[src/rtl/mem_access_unit.sv]
// Load/store unit in front of data_mem: one request at a time, byte-store
// read-modify-write, load lane select/extension and a valid/ready response.
module mem_access_unit #(
  parameter int ADDR_W = 16,
  parameter int RD_LAT = 1
) (
  input  logic              clk,
  input  logic              rst_n,
  input  logic              req_valid,
  output logic              req_ready,
  input  logic              req_write,
  input  logic              req_byte,
  input  logic              req_signed,
  input  logic [ADDR_W-1:0] req_addr,
  input  logic [15:0]       req_wdata,
  output logic              resp_valid,
  input  logic              resp_ready,
  output logic [15:0]       resp_rdata,
  output logic              resp_err,
  output logic [ADDR_W-1:0] mem_address,
  output logic              MemWrite,
  output logic [15:0]       mem_writeData,
  input  logic [15:0]       mem_readData
);

  typedef enum logic [1:0] {IDLE, RD, WR, RESP} state_e;

  localparam logic [1:0] LAST_CNT = 2'(RD_LAT - 1);

  state_e            state_q, state_d;
  logic [ADDR_W-1:0] addr_q, addr_d;
  logic              write_q, write_d;
  logic              byte_q, byte_d;
  logic              signed_q, signed_d;
  logic              lane_q, lane_d;
  logic [15:0]       wdata_q, wdata_d;
  logic [15:0]       rdata_q, rdata_d;
  logic              err_q, err_d;
  logic [1:0]        cnt_q, cnt_d;
  logic              accept;
  logic [7:0]        lane_byte;

  assign req_ready     = (state_q == IDLE) && rst_n;
  assign accept        = req_valid && req_ready;
  assign resp_valid    = (state_q == RESP);
  assign MemWrite      = (state_q == WR);
  assign mem_address   = addr_q;
  assign mem_writeData = wdata_q;
  assign resp_rdata    = rdata_q;
  assign resp_err      = err_q;
  assign lane_byte     = lane_q ? mem_readData[15:8] : mem_readData[7:0];

  always_comb begin
    state_d  = state_q;
    addr_d   = addr_q;
    write_d  = write_q;
    byte_d   = byte_q;
    signed_d = signed_q;
    lane_d   = lane_q;
    wdata_d  = wdata_q;
    rdata_d  = rdata_q;
    err_d    = err_q;
    cnt_d    = cnt_q;
    case (state_q)
      IDLE: begin
        if (accept) begin
          write_d  = req_write;
          byte_d   = req_byte;
          signed_d = req_signed;
          lane_d   = req_addr[0];
          cnt_d    = '0;
          rdata_d  = '0;
          err_d    = 1'b0;
          // Misaligned word accesses answer immediately and never touch memory.
          if (!req_byte && req_addr[0]) begin
            err_d   = 1'b1;
            state_d = RESP;
          end else begin
            addr_d  = req_addr >> 1;
            wdata_d = req_wdata;
            state_d = (req_write && !req_byte) ? WR : RD;
          end
        end
      end
      RD: begin
        if (cnt_q == LAST_CNT) begin
          if (write_q) begin
            wdata_d = lane_q ? {wdata_q[7:0], mem_readData[7:0]}
                             : {mem_readData[15:8], wdata_q[7:0]};
            state_d = WR;
          end else begin
            rdata_d = byte_q ? {{8{signed_q & lane_byte[7]}}, lane_byte}
                             : mem_readData;
            state_d = RESP;
          end
        end else begin
          cnt_d = cnt_q + 2'd1;
        end
      end
      WR:   state_d = RESP;
      RESP: if (resp_ready) state_d = IDLE;
      default: state_d = IDLE;
    endcase
  end

  always_ff @(posedge clk) begin
    if (!rst_n) begin
      state_q  <= IDLE;
      addr_q   <= '0;
      write_q  <= 1'b0;
      byte_q   <= 1'b0;
      signed_q <= 1'b0;
      lane_q   <= 1'b0;
      wdata_q  <= '0;
      rdata_q  <= '0;
      err_q    <= 1'b0;
      cnt_q    <= '0;
    end else begin
      state_q  <= state_d;
      addr_q   <= addr_d;
      write_q  <= write_d;
      byte_q   <= byte_d;
      signed_q <= signed_d;
      lane_q   <= lane_d;
      wdata_q  <= wdata_d;
      rdata_q  <= rdata_d;
      err_q    <= err_d;
      cnt_q    <= cnt_d;
    end
  end

endmodule

[config.mk]
export PLATFORM = sky130hd
export DESIGN_NAME = mem_access_unit
export DESIGN_NICKNAME = d
export VERILOG_FILES = /design/src/rtl/mem_access_unit.sv
export SDC_FILE = /design/constraint.sdc
export NUM_CORES = 1
export LEC_CHECK = 0
export CAP_MARGIN = 15
export CORE_ASPECT_RATIO = 0.5
export CORE_UTILIZATION = 47
export CTS_CLUSTER_DIAMETER = 30
export DETAILED_ROUTE_END_ITERATION = 8
export PLACE_DENSITY_LB_ADDON = 0.1
export SYNTH_ARGS = -nofsm -noshare
export SYNTH_HDL_FRONTEND = slang
export SYNTH_SLANG_ARGS = --single-unit
[constraint.sdc]
create_clock -name clk -period 3.4 [get_ports clk]
set_input_delay 0.68 -clock clk [delete_from_list [all_inputs] [get_ports clk]]
set_output_delay 0.68 -clock clk [all_outputs]
set_load 0.03 [all_outputs]
==> run summary <==
Post-route cell area: 3960 um2
Clock Latency Late Sink: 300 ps
Rows: 19
Final ANT Viol Nets: 0
Syn_area_per_cell: 8.36 um2
Most frequent cells in the layout: clkdlybuf4s50_1, nand2_1, dfxtp_1
Sequential power share: 32.4%
Grt met2 use: 41.8%
Switch Pwr: 1.18 mW
Post-cts sizing count: 0
Worst hold-check path type: flip-flop to flip-flop
GR Layer Usage met1: 31.0%
Final net count: 488
Worst hold endpoint: resp_rdata[11]
Pwr Total: 2.80 mW
Post-synthesis async set-or-reset flop share: 0%
# Max-Cap Violations: 0
Pre-antenna DRT Iters: 4
Internal Power: 1.62 mW
Post-synth net total: 394
Power density over cell area: 707 nW/um2
Final wirelength: 7.69 mm
DRC violations left: 0
Status: completed
Crit Path Category: input pin to primary output
Max FO, Critical Path: 12
Mapped cell area: 2770 um2
Largest net degree at the start of global routing: 35
Die Wd: 111 um
Initial antenna violation count: 0
Slew @ Worst Pin: 953 ps
Hold Vio Cnt, Final: 0
Sw frac: 42.1%
Number of hold buffers added after CTS: 0
GRT Total Usage: 25.2%
EDFF count, synth: 0
Combinational share of power: 49.8%
CP cell instances: clkdlybuf4s50_1 > and2_1 > buf_4
Gp weighted congestion: 0.809
Drt wl/cell: 15.4 um
Req. time, crit path: 2720 ps
Busiest layer in global routing: met2
CP Buf/Inv Count: 2
Period minus WS final: 2520 ps
Global-route wire length before repair: 12.4 mm
Cell depth of the worst hold path: 2
Htree depth: 2
Commonest non-fill, non-tap cell in the layout: clkdlybuf4s50_1
Clk_skew: 9.01 ps
Startpoint Class: input pin
Synth-to-layout area growth: 42.8%
CP Depth: 3
CTS Root Cell: clkbuf_16
Setup Viol. Count Final: 0
Crit end category: primary output
Placed inst area: 3830 um2
Post-CTS repair timing setup buffer count: 0
Clock Power Share: 17.8%
Crit path max-delay cell type: clkdlybuf4s50_1
Synth Flop Type: dfxtp_1
Largest delay share family, worst path: buffers and inverters
R2R setup slack: 1080 ps
Slowest stage delay, CP: 790 ps
Leak: 1.49 nW
Slew Limit Fails: 0
Antenna Cells: 0
Num CTS Buffers: 5
WP data arrival: 1840 ps
Max Fclk: 396 MHz
Yosys warning count: 0
Vias per Instance: 5.46
Clk slew on worst S/H paths: 60 ps
Peak supply drop: 0.439 mV
Hold WS: 457 ps
Sequential area share after synthesis: 40.4%
Synth cell types: 44
R2R Path End: resp_rdata[8]
Layout cells sized above 1: 5.40%
Area contributors post-synth: dfxtp_1, nand2_1, mux2i_1
Met3 Track Usage GR: 8.64%
PortBufs: 105
Final Cycle Share: 74.2%
CTS tree: yes
Core box area: 5590 um2
DPL Wire Length: 5.68 mm
Die Ht: 56.3 um
RSZ-0062 raised after global routing: no
Max transition margin: 36.3%
Vias in the first global route: 2587
Global route overflow: 0
Reg2Reg Launch Point: state_q[0]
Origin of the worst min-delay path: resp_rdata[11]
I/O pin cnt: 107
Die area: 6230 um2
Clk buf depth: 2
Cell taking the most area after synthesis: dfxtp_1
Final core utilization: 70.9%
Post-synth top area share: 40.4%
Sink Count: 56
Post-Syn Instances: 332
DRT iter0 DRCs: 147
Setup TNS Final: 0 ps
#FFs+latches synth: 56
Via count of the routed design: 2726
R2r worst-path depth: 6
Initial Util: 49.7%
cells by family after synthesis:
family | synth area share (%)
muxes | 9.79
other | 0.135
buffers and inverters | 6.09
AOI/OAI and AO/OA | 20.0
adders and majority gates | 3.16
and+or+nand+nor | 20.4
DFF | 40.4
cell type report:
class | count | area, um2
Clock inverter | 1 | 5.00
Inverter | 14 | 52.6
Fill cell | 450 | 1630
Timing Repair Buffer | 109 | 1080
Tap cell | 73 | 91.3
Clock buffer | 6 | 129
Sequential cell | 56 | 1120
Multi-Input combinational cell | 240 | 1480
sequential cells by signal, indices dropped and copies added (netlist names):
signal	cells
state_q	2
byte_q	1
mem_writeData	16
resp_err	1
lane_q	1
cnt_q	2
resp_rdata	16
write_q	1
mem_address	15
signed_q	1
routing by layer:
layer / vias to the layer above / wire length [um] / share of wire [%]
met1: 1274 / 3460 / 45
met3: 9 / 587 / 7.6
met4: 0 / 70 / 0.91
li1: 1342 / - / -
met2: 101 / 3570 / 46
met5: - / 0 / 0
through the flow:
step | setup WS [ps] | std cells
floorplan | 1290 | 332
global placement | 897 | 492
detailed placement | 780 | 492
CTS | 879 | 499
global route | 847 | 499
finish | 877 | 499
cells in the mapped netlist, types with 2 or more instances:
master	instances
inv_1	13
o211ai_1	8
dfxtp_1	56
clkbuf_1	8
nor3b_4	2
mux2i_1	26
a21boi_0	6
a21oi_1	32
nand2_1	73
buf_2	6
nor3_1	2
nand2b_1	2
o21ai_0	17
o2111ai_1	8
o31ai_1	8
ha_1	7
buf_4	5
nor2_1	5
nor2b_1	3
buf_1	2
nand3_1	20
worst min-delay path: cells and delay by family, from the launching register on:
| kind | cells | cell delay (ps) |
|---|---|---|
| flip-flops | 1 | 310 |
| AND/OR/NAND/NOR | 1 | 50 |
| AO/OA/AOI/OAI | 1 | 50 |
power groups by stage:
stage	Sequential, mW	Clock (mW)	Combinational (mW)
floorplan	1.15	0	0.689
global placement	0.912	0	1.34
detailed placement	0.920	0	1.38
CTS	0.906	0.509	1.39
global route	0.924	0.533	1.49
finish	0.907	0.499	1.39
how the worst max path moves through the flow:
stage	end	startpoint	slack, ps
3_5_place_dp	resp_rdata[5]	rst_n	780
5_1_grt	req_ready	rst_n	850
6_report	req_ready	rst_n	880
2_1_floorplan	req_ready	rst_n	1290
4_1_cts	req_ready	rst_n	880
3_3_place_gp	resp_rdata[1]	rst_n	900
Power figures use the tool's default switching activity.
